### src/rtl/csr_access_controller.sv
// CSR access controller: sequences one core CSR access as a single read of the
// register bank, an optional read-modify-write, and a held response to the core.
module csr_access_controller #(
    parameter bit READ_ONLY_CHECK = 1'b1
) (
    input  logic        clk,
    input  logic        rst,

    input  logic        requestValid,
    output logic        requestReady,
    input  logic [11:0] requestAddress,
    input  logic [1:0]  requestOp,
    input  logic [31:0] requestWriteData,
    input  logic        requestWriteSuppress,

    output logic        responseValid,
    input  logic        responseReady,
    output logic [31:0] responseData,
    output logic        responseIllegal,

    output logic        csrReadEnable,
    output logic [11:0] csrReadAddress,
    input  logic [31:0] csrReadData,
    input  logic        csrRequestOutput,

    output logic        csrWriteEnable,
    output logic [11:0] csrWriteAddress,
    output logic [31:0] csrWriteData
);

    typedef enum logic [1:0] {
        StIdle,
        StRead,
        StWrite,
        StRespond
    } state_e;

    localparam logic [1:0] OpRead  = 2'b00;
    localparam logic [1:0] OpWrite = 2'b01;
    localparam logic [1:0] OpSet   = 2'b10;
    localparam logic [1:0] OpClear = 2'b11;

    state_e      state_q, state_d;
    logic [11:0] addr_q, addr_d;
    logic [1:0]  op_q, op_d;
    logic [31:0] operand_q, operand_d;
    logic        suppress_q, suppress_d;
    logic [31:0] old_q, old_d;
    logic        illegal_q, illegal_d;

    logic        write_needed;
    logic        read_only_hit;

    // RS/RC with an x0 operand degrade to a pure read.
    assign write_needed  = (op_q == OpWrite) ||
                           (((op_q == OpSet) || (op_q == OpClear)) && !suppress_q);
    assign read_only_hit = READ_ONLY_CHECK && (addr_q[11:10] == 2'b11);

    // State and latched access fields; reset drops any in-flight access.
    always_ff @(posedge clk or posedge rst) begin
        if (rst) begin
            state_q    <= StIdle;
            addr_q     <= '0;
            op_q       <= '0;
            operand_q  <= '0;
            suppress_q <= 1'b0;
            old_q      <= '0;
            illegal_q  <= 1'b0;
        end else begin
            state_q    <= state_d;
            addr_q     <= addr_d;
            op_q       <= op_d;
            operand_q  <= operand_d;
            suppress_q <= suppress_d;
            old_q      <= old_d;
            illegal_q  <= illegal_d;
        end
    end

    // Next-state and field capture.
    always_comb begin
        state_d    = state_q;
        addr_d     = addr_q;
        op_d       = op_q;
        operand_d  = operand_q;
        suppress_d = suppress_q;
        old_d      = old_q;
        illegal_d  = illegal_q;

        unique case (state_q)
            StIdle: begin
                if (requestValid) begin
                    addr_d     = requestAddress;
                    op_d       = requestOp;
                    operand_d  = requestWriteData;
                    suppress_d = requestWriteSuppress;
                    state_d    = StRead;
                end
            end
            StRead: begin
                old_d = csrReadData;
                if (!csrRequestOutput) begin
                    illegal_d = 1'b1;
                    state_d   = StRespond;
                end else if (write_needed && read_only_hit) begin
                    illegal_d = 1'b1;
                    state_d   = StRespond;
                end else if (write_needed) begin
                    illegal_d = 1'b0;
                    state_d   = StWrite;
                end else begin
                    illegal_d = 1'b0;
                    state_d   = StRespond;
                end
            end
            StWrite: begin
                state_d = StRespond;
            end
            StRespond: begin
                if (responseReady) begin
                    state_d = StIdle;
                end
            end
            default: begin
                state_d = StIdle;
            end
        endcase
    end

    // Outputs decoded from state and latched fields only.
    always_comb begin
        requestReady    = 1'b0;
        responseValid   = 1'b0;
        responseData    = '0;
        responseIllegal = 1'b0;
        csrReadEnable   = 1'b0;
        csrReadAddress  = '0;
        csrWriteEnable  = 1'b0;
        csrWriteAddress = '0;
        csrWriteData    = '0;

        unique case (state_q)
            StIdle: begin
                // Reset forces state to idle; keep ready low until it is released.
                requestReady = !rst;
            end
            StRead: begin
                csrReadEnable  = 1'b1;
                csrReadAddress = addr_q;
            end
            StWrite: begin
                csrWriteEnable  = 1'b1;
                csrWriteAddress = addr_q;
                case (op_q)
                    OpSet:   csrWriteData = old_q | operand_q;
                    OpClear: csrWriteData = old_q & ~operand_q;
                    default: csrWriteData = operand_q;
                endcase
            end
            StRespond: begin
                responseValid   = 1'b1;
                responseIllegal = illegal_q;
                responseData    = illegal_q ? 32'h0 : old_q;
            end
            default: begin
                requestReady = 1'b0;
            end
        endcase
    end

    // OpRead is named for readability of the op encoding only.
    logic unused_op_read;
    assign unused_op_read = ^OpRead;

endmodule

### config.mk
export PLATFORM = sky130hd
export DESIGN_NAME = csr_access_controller
export DESIGN_NICKNAME = d
export VERILOG_FILES = /design/src/rtl/csr_access_controller.sv
export SDC_FILE = /design/constraint.sdc
export NUM_CORES = 1
export LEC_CHECK = 0
export ABC_AREA = 1
export CAP_MARGIN = 0
export CELL_PAD_IN_SITES_DETAIL_PLACEMENT = 0
export CELL_PAD_IN_SITES_GLOBAL_PLACEMENT = 1
export CORE_AREA = 3 3 116 118
export CTS_CLUSTER_SIZE = 10
export DETAILED_ROUTE_END_ITERATION = 12
export DIE_AREA = 0 0 119 121
export MAX_ROUTING_LAYER = met4
export PLACE_DENSITY_LB_ADDON = 0.1
export SKIP_LAST_GASP = 1
export SYNTH_ARGS = -nofsm -noshare
export SYNTH_HDL_FRONTEND = slang
export SYNTH_SLANG_ARGS = --single-unit
### constraint.sdc
create_clock -name clk -period 4.95 [get_ports clk]
set_input_delay 0.99 -clock clk [delete_from_list [all_inputs] [get_ports clk]]
set_output_delay 0.99 -clock clk [all_outputs]
set_load 0.01 [all_outputs]
==> impl_metrics.tcl, run 1 <==
set metrics [dict create \
    ys_seq_area_share_pct 49.7 \
    crit_chain "inv_1, ha_1, inv_1, a211oi_1, clkdlybuf4s50_1" \
    report.final.setup_viol 0 \
    cp_data_required_time_ns 3.96 \
    die-area_um2 14400 \
    powerDensity_nw_per_um2 614 \
    vias 3712 \
    viasPerCell 4.50 \
    final_common_cell "clkdlybuf4s50_1" \
    syn_to_final_growth_pct 53.4 \
    cts_max_path_buffers 2 \
    layout_common_cells "176 x clkdlybuf4s50_1, 112 x nand2_1, 82 x dfrtp_1, 70 x inv_1, 57 x nor2_1" \
    drcViolationCount 0 \
    cp.depth 5 \
    pre_cts_ws_ns 1.16 \
    critPathTopFamily "buffers and inverters" \
    rsz0062_at_grt "false" \
    synth_area_um2 4130 \
    total_leakage_power_uw 0.00290 \
    wl_um 12100 \
    dp.final_hpwl_um 8440 \
    layout-drive-gt1-share_pct 10.1 \
    ys_ff_latch 82 \
    hold_viol 0 \
    critPathLaunchType "flip-flop" \
    drt-pass1-iter-count 4 \
    rows 41 \
    final_antenna_net_count 0 \
    rr_worst_depth 5 \
    cp_num_buf_inv 3 \
    final.setup_skew_ns 0.00358 \
    diodes 0 \
    die_x_um 119 \
    antenna_found_initial 0 \
    period_minus_slack_ns 4.13 \
    ys_types 14 \
    status "completed" \
    multi_input_area_um2 1680 \
    globalRouteOverflowTotal 0 \
    clkSlewWorstSetupHoldPaths_ns 0.06 \
    hold_start "suppress_q" \
    cts_root_buf "clkbuf_16" \
    grt_start_max_net_pins 59 \
    worstPathArrival_ns 3.14 \
    gp_congestion 0.790 \
    cts_tree "built" \
    synth_nets 573 \
    drt_iter0_drc 191 \
    initial_core_util_pct 32.8 \
    r2r-start "state_q[0]" \
    holdPathStages 2 \
    synth_cells 484 \
    avgSynthCellArea_um2 8.53 \
    regArea_um2 2050 \
    grt_pass1_wl_um 19700 \
    finalSetupTns_ns 0 \
    stdcell_count 825 \
    critPathKind "reg -> out" \
    wire_per_inst_um 14.7 \
    grt_use_total_pct 18.1 \
    ctsResizeCount 0 \
    crit_slowest_cell "inv_1" \
    setup.worst_path.end_class "primary output" \
    dp_cells 809 \
    drv_cap 0 \
    grt_pass1_vias 3836 \
    clock_latency_ns 0.34 \
    clock-sinks 82 \
    max_slew_margin_pct 20.4 \
    startpoint "state_q[0]" \
    cpMostUsedCell "inv_1" \
    cts_setup_buffers 0 \
    critPathMaxFanout 32 \
    ctsHoldBuffers 0 \
    fmax_ghz 0.242 \
    fill_cells 1212 \
    core_area_um2 12600 \
    yosys_warnings 0 \
    cts_buffers 9 \
    vdd_drop_max_mv 0.311 \
    portBuffers 176 \
    drv_slew 0 \
    fin_area_um2 6330 \
    nNetsFinal 737 \
    min_period_over_period_pct 83.3 \
    place_area_um2 6010 \
    htreeDepth 3 \
    ioPinCount 177 \
    max_stage_delay_ns 0.66 \
    setup_slack_ns 0.825 \
    worstMarginPinSlew_ns 1.19 \
    die_h_um 121 \
    hp-class "reg -> reg" \
]
-- stage by stage --
stage	power, uW	hold slack (ns)	utilization [%]
floorplan	2350	0.481	-
global placement	3180	0.494	47.8
detailed placement	3200	0.508	47.8
CTS	3950	0.518	50.4
global route	4220	0.546	50.4
finish	3890	0.518	50.4
-- worst paths after layout --
kind | end | slack (ns)
worst max register to register | operand_q[13] | 2.67
worst min register to register | suppress_q | 0.52
worst max-delay path | csrWriteData[0] | 0.82
min in group asynchronous | addr_q[7] | 1.23
worst min-delay path | suppress_q | 0.52
max in group asynchronous | old_q[16] | 2.83
-- metal layers --
layer	wire length (um)	global-route usage, %	vias up
met5	0	-	-
met4	94	4.56	0
met3	928	6.34	10
met2	5760	29.0	141
met1	5360	21.9	1726
li1	-	-	1835
-- cell type report --
class	count	area share, %
tap	172	3.40
sequential	82	32.4
multi-input combinational	304	26.6
timing repair buffer	180	28.3
inverter	71	4.23
clock buffer	12	3.89
clock inverter	4	1.19
-- cells in the mapped netlist --
cell type    n  area share [%]
dfrtp_1     82              50
mux2_4       6             2.2
mux2_2      39              11
a211oi_1    11             2.0
nand3_1      3            0.36
buf_2       12             1.5
a21oi_1     34             4.1
inv_1       71             6.5
nor2_1      57             5.2
ha_1         5             1.5
o21ai_0     36             4.4
buf_6        2            0.55
nand2_1    113              10
clkbuf_1    13             1.2
-- cells by family after synthesis --
logic type | share of synthesized area, %
AND/OR/NAND/NOR | 15.8
AO/OA/AOI/OAI | 10.5
buffers and inverters | 9.64
adder cells (fa/ha/maj) | 1.52
multiplexers | 12.8
flip-flops | 49.7
-- power by group --
| part | switching (uW) | internal, uW |
|---|---|---|
| registers | 241 | 1020 |
| clock network | 268 | 456 |
| logic | 966 | 941 |
| total | 1480 | 2410 |
-- state kept, by name (all words and copies together) (netlist names) --
name	flops
op_q	2
operand_q	32
old_q	32
illegal_q	1
suppress_q	1
addr_q	12
state_q	2
-- worst reg2reg max path, stage by stage, from the launching register on --
cell and delay, ns:
dfrtp_1 0.41, inv_1 0.11, ha_1 0.25, nand2_2 0.59, buf_4 0.44, mux2_2 0.38
Note: power is estimated with default switching activity, not from simulation.
==> run 2, diff against run 1 <==
--- a/config.mk
+++ b/config.mk
@@ -9,10 +9,10 @@
 export CAP_MARGIN = 0
 export CELL_PAD_IN_SITES_DETAIL_PLACEMENT = 0
 export CELL_PAD_IN_SITES_GLOBAL_PLACEMENT = 1
-export CORE_AREA = 3 3 116 118
+export CORE_AREA = 3 3 128 130
 export CTS_CLUSTER_SIZE = 10
 export DETAILED_ROUTE_END_ITERATION = 12
-export DIE_AREA = 0 0 119 121
+export DIE_AREA = 0 0 131 133
 export MAX_ROUTING_LAYER = met4
 export PLACE_DENSITY_LB_ADDON = 0.1
 export SKIP_LAST_GASP = 1
==> constraint.sdc (replaced) <==
create_clock -name clk -period 3.58 [get_ports clk]
set_input_delay 0.716 -clock clk [delete_from_list [all_inputs] [get_ports clk]]
set_output_delay 0.716 -clock clk [all_outputs]
set_load 0.01 [all_outputs]
==> impl_metrics.tcl, run 2 (synthesized netlist as in run 1, its figures left out) <==
set metrics [dict create \
    crit_slowest_cell "clkdlybuf4s50_1" \
    status "completed" \
    startpoint "state_q[0]" \
    r2r_setup_slack_ns 1.60 \
    crit_chain "inv_1, ha_1, inv_1, buf_4, a21oi_1, clkdlybuf4s50_1" \
    drt-pass1-iter-count 4 \
    rsz0062_at_grt "false" \
    cts_root_buf "clkbuf_16" \
    nNetsFinal 743 \
    hold_start "suppress_q" \
    worstPathArrival_ns 2.46 \
    clock_latency_ns 0.34 \
    die-area_um2 17400 \
    rr_worst_depth 5 \
    critPathMaxFanout 17 \
    max_slew_margin_pct 44.1 \
    ioPinCount 177 \
    cpMostUsedCell "inv_1" \
    core_area_um2 15300 \
    grt_pass1_wl_um 20500 \
    powerDensity_nw_per_um2 846 \
    hp-class "reg -> reg" \
    dp.final_hpwl_um 9150 \
    wire_per_inst_um 15.0 \
    hold_viol 0 \
    drt_iter0_drc 157 \
    cts_setup_buffers 0 \
    report.final.setup_viol 0 \
    critPathTopFamily "buffers and inverters" \
    worstMarginPinSlew_ns 0.837 \
    cts_max_path_buffers 2 \
    cp_num_buf_inv 4 \
    wl_um 13100 \
    stdcell_count 870 \
    whs_endpoint "suppress_q" \
    drcViolationCount 0 \
    vdd_drop_max_mv 0.338 \
    max_stage_delay_ns 0.49 \
    fmax_ghz 0.315 \
    dp_cells 854 \
    ctsHoldBuffers 0 \
    period_minus_slack_ns 3.17 \
    switchingPower_uw 2080 \
    syn_to_final_growth_pct 56.2 \
    holdPathStages 2 \
    critPathLaunchType "flip-flop" \
    gp_congestion 0.765 \
    cp_data_required_time_ns 2.86 \
    diodes 0 \
    setup.worst_path.end_class "primary output" \
    comb_power_share_pct 50.3 \
    layout_common_cells "176 x clkdlybuf4s50_1, 112 x nand2_1, 82 x dfrtp_1, 70 x inv_1, 57 x nor2_1" \
    finalSetupTns_ns 0 \
    ctsResizeCount 0 \
    min_period_over_period_pct 88.7 \
    r2r-start "state_q[0]" \
    globalRouteOverflowTotal 0 \
    largestRegisters "old_q: 32 flops, operand_q: 32 flops, addr_q: 12 flops" \
    p_int_uw 3370 \
    layout-drive-gt1-share_pct 11.1 \
    rows 45 \
    drv_slew 0 \
    critPathKind "reg -> out" \
    viasPerCell 4.29 \
    initial_core_util_pct 27.1 \
    final_antenna_net_count 0 \
    drv_cap 0 \
    swShare_pct 38.1 \
    portBuffers 176 \
    die_x_um 131 \
    antenna_found_initial 0 \
    seq_power_share_pct 31.3 \
    final_common_cell "clkdlybuf4s50_1" \
    grt_pass1_vias 3973 \
    grt_use_total_pct 15.7 \
    htreeDepth 3 \
    cts_buffers 9 \
    pwr-share-clk_pct 18.4 \
    cts_tree "built" \
    rr_endpoint "operand_q[13]" \
    grt_start_max_net_pins 48 \
    vias 3734 \
    clkSlewWorstSetupHoldPaths_ns 0.06 \
    final.setup_skew_ns 0.00282 \
    total_leakage_power_uw 0.00295 \
    die_h_um 133 \
    clock-sinks 82 \
]
run 2: cell type report:
| class | instances | area, um2 |
|---|---|---|
| Clock buffer | 11 | 243 |
| Clock inverter | 5 | 77.6 |
| Fill cell | 1581 | 8810 |
| Inverter | 71 | 268 |
| Multi-Input combinational cell | 304 | 1680 |
| Sequential cell | 82 | 2050 |
| Tap cell | 211 | 264 |
| Timing Repair Buffer | 186 | 1860 |
run 2: power groups by stage:
stage | sequential, uW | combinational [uW] | clock (uW)
after detailed placement | 1720 | 2800 | 0
after global placement | 1710 | 2790 | 0
after floorplan | 1640 | 1600 | 0
final | 1710 | 2740 | 1000
after CTS | 1710 | 2810 | 1050
after global routing | 1770 | 3080 | 1080
run 2: how the worst max path moves through the flow:
stage	endpoint	slack, ns	cells past startpoint
5_1_grt	csrWriteData[27]	0.18	6
2_1_floorplan	addr_q[0]	0.76	1
6_report	csrWriteData[23]	0.41	6
3_3_place_gp	csrWriteData[29]	0.79	6
4_1_cts	csrWriteData[23]	0.35	6
3_5_place_dp	csrWriteData[23]	0.74	6
run 2: routing by layer:
metal	wire length (um)	track usage, %
met1	5790	19.1
met2	6080	24.4
met3	932	5.05
met4	289	5.03
met5	0	-
run 2: metrics by stage:
step	hold WS, ns	setup WS [ns]	instance area [um2]	utilization, %	power, uW
after floorplan	0.481	0.756	4130	-	3250
after global placement	0.500	0.793	6130	40.2	4490
after detailed placement	0.516	0.737	6130	40.2	4510
after CTS	0.531	0.353	6450	42.3	5560
after global routing	0.544	0.183	6450	42.3	5930
final	0.519	0.406	6450	42.3	5450
run 2: worst min-delay path, cell delays in order, from the launching register on:
cell     delay (ns)
dfrtp_1        0.32
inv_1          0.05
a21oi_1        0.11
==> run 3, diff against run 2 <==
--- a/config.mk
+++ b/config.mk
@@ -5,14 +5,13 @@
 export SDC_FILE = /design/constraint.sdc
 export NUM_CORES = 1
 export LEC_CHECK = 0
-export ABC_AREA = 1
 export CAP_MARGIN = 0
 export CELL_PAD_IN_SITES_DETAIL_PLACEMENT = 0
 export CELL_PAD_IN_SITES_GLOBAL_PLACEMENT = 1
-export CORE_AREA = 3 3 128 130
+export CORE_AREA = 3 3 125 127
 export CTS_CLUSTER_SIZE = 10
 export DETAILED_ROUTE_END_ITERATION = 12
-export DIE_AREA = 0 0 131 133
+export DIE_AREA = 0 0 128 130
 export MAX_ROUTING_LAYER = met4
 export PLACE_DENSITY_LB_ADDON = 0.1
 export SKIP_LAST_GASP = 1
==> impl_metrics.tcl, run 3 <==
set metrics [dict create \
    status "completed" \
    synth_nets 456 \
    rsz0062_at_grt "false" \
    clock_latency_ns 0.34 \
    die-area_um2 16600 \
    finalSetupTns_ns 0 \
    grt_pass1_vias 3574 \
    grt_start_max_net_pins 48 \
    max_slew_margin_pct 55.9 \
    yosys-top-cells-area "dfrtp_1 47%, mux2_2 13%, mux2_4 10%, and2_1 8.2%, a21boi_0 5.5%" \
    ys_seq_area_share_pct 47.0 \
    period_minus_slack_ns 2.96 \
    drv_slew 0 \
    hold_start "suppress_q" \
    min_period_over_period_pct 82.8 \
    final_util_pct 45.7 \
    critPathTopFamily "buffers and inverters" \
    cts_tree "built" \
    ys.flop_type "dfrtp_1" \
    report.final.setup_viol 0 \
    final.setup_skew_ns 0.00511 \
    drv_cap 0 \
    async_flop_share_pct 100 \
    ctsHoldBuffers 0 \
    die_h_um 130 \
    gp_congestion 0.768 \
    cts_buffers 9 \
    dp.final_hpwl_um 8740 \
    drt_iter0_drc 234 \
    critPathMaxFanout 27 \
    die_x_um 128 \
    avgSynthCellArea_um2 11.9 \
    crit_slowest_cell "clkdlybuf4s50_1" \
    synth_area_um2 4360 \
    largestRegisters "old_q: 32 flops, operand_q: 32 flops, addr_q: 12 flops" \
    critPathLaunchType "flip-flop" \
    r2r-start "state_q[1]" \
    rows 44 \
    stdcell_count 731 \
    yosys_warnings 0 \
    grt_use_total_pct 15.7 \
    hold_viol 0 \
    ys_types 22 \
    clkSlewWorstSetupHoldPaths_ns 0.06 \
    htreeDepth 3 \
    final_antenna_net_count 0 \
    worstPathArrival_ns 2.25 \
    cts_max_path_buffers 2 \
    wl_um 12600 \
    globalRouteOverflowTotal 0 \
    cts_root_buf "clkbuf_16" \
    total_leakage_power_uw 0.00277 \
    critPathKind "reg -> out" \
    clock-sinks 82 \
    fin_area_um2 6640 \
    synth_common_cells "82 x dfrtp_1, 57 x and2_1, 50 x mux2_2" \
    ys_ff_latch 82 \
    drcViolationCount 0 \
    startpoint "state_q[0]" \
    yosysTopAreaCellShare_pct 47.0 \
    yosysMostFrequentCell "dfrtp_1" \
    yosysTopAreaCell "dfrtp_1" \
    nNetsFinal 631 \
    cp_num_buf_inv 3 \
    crit_chain "inv_1, ha_1, buf_4, a21boi_0, clkdlybuf4s50_1" \
    setup.worst_path.end_class "primary output" \
    layout-drive-gt1-share_pct 20.5 \
    initial_core_util_pct 30.0 \
    vdd_drop_max_mv 0.358 \
    ctsResizeCount 0 \
    drt-pass1-iter-count 4 \
    viasPerCell 4.56 \
    hold_ws_ns 0.505 \
    portBuffers 176 \
    vias 3334 \
    final_common_cell "clkdlybuf4s50_1" \
    diodes 0 \
    powerDensity_nw_per_um2 837 \
    cts_setup_buffers 0 \
    wire_per_inst_um 17.2 \
    worstMarginPinSlew_ns 0.660 \
    place_area_um2 6320 \
    hp-class "reg -> reg" \
    synth_edf_count 0 \
    cp_data_required_time_ns 2.86 \
    grt_pass1_wl_um 19500 \
    core_area_um2 14500 \
    layout_common_cells "176 x clkdlybuf4s50_1, 82 x dfrtp_1, 57 x and2_1, 50 x mux2_2, 35 x nand2_1" \
    max_stage_delay_ns 0.59 \
    synth_cells 367 \
    dp_cells 715 \
    fmax_ghz 0.337 \
    antenna_found_initial 0 \
    syn_to_final_growth_pct 52.2 \
    ioPinCount 177 \
]
[run 3: area by class of cell]
class / count / area [um2]
Clock buffer: 11 / 243
Clock inverter: 5 / 77.6
Fill cell: 1381 / 7890
Inverter: 6 / 23.8
Multi-Input combinational cell: 255 / 2140
Sequential cell: 82 / 2050
Tap cell: 184 / 230
Timing Repair Buffer: 188 / 1880
[run 3: layer usage]
layer  track usage (%)  vias to the layer above  share of wire, %  routed length [um]
li1                  -                     1601                 -                   -
met1              20.3                     1608                45                5640
met2              24.6                      114                47                5930
met3              4.34                       11               6.7                 838
met4              4.12                        0               1.1                 138
met5                 -                        -                 0                   0
[run 3: stage by stage]
| step | worst slack (ns) | total power [uW] |
|---|---|---|
| after floorplan | 0.756 | 3420 |
| after global placement | 0.972 | 4580 |
| after detailed placement | 0.946 | 4620 |
| after CTS | 0.572 | 5660 |
| after global routing | 0.442 | 5960 |
| final | 0.616 | 5560 |
[run 3: cells by family after synthesis]
kind of cell,after synthesis,share of synthesized area (%)
AOI/OAI and AO/OA,37,6.42
adders and majority gates,5,1.43
buffers and inverters,30,4.16
DFF,82,47.0
muxes,80,23.2
and+or+nand+nor,133,17.7
[run 3: worst paths after layout]
check | end | slack (ns) | cells after the start
worst max-delay path | csrWriteData[17] | 0.62 | 5
min in group asynchronous | addr_q[6] | 0.80 | 2
max in group asynchronous | operand_q[12] | 2.11 | 3
worst min-delay path | suppress_q | 0.50 | 1
worst min register to register | suppress_q | 0.50 | 1
worst max register to register | old_q[30] | 1.69 | 4
[run 3: power by group]
part           internal (uW)  switching (uW)
clock                    628             372
combinational           1660            1140
sequential              1410             339
total                   3710            1850
[run 3: worst reg2reg max path, delay by kind of cell (launching register included)]
family,cells,cell delay [ns]
fa+ha+maj,1,0.51
buf+inv,2,0.47
flops,1,0.42
mux,1,0.37
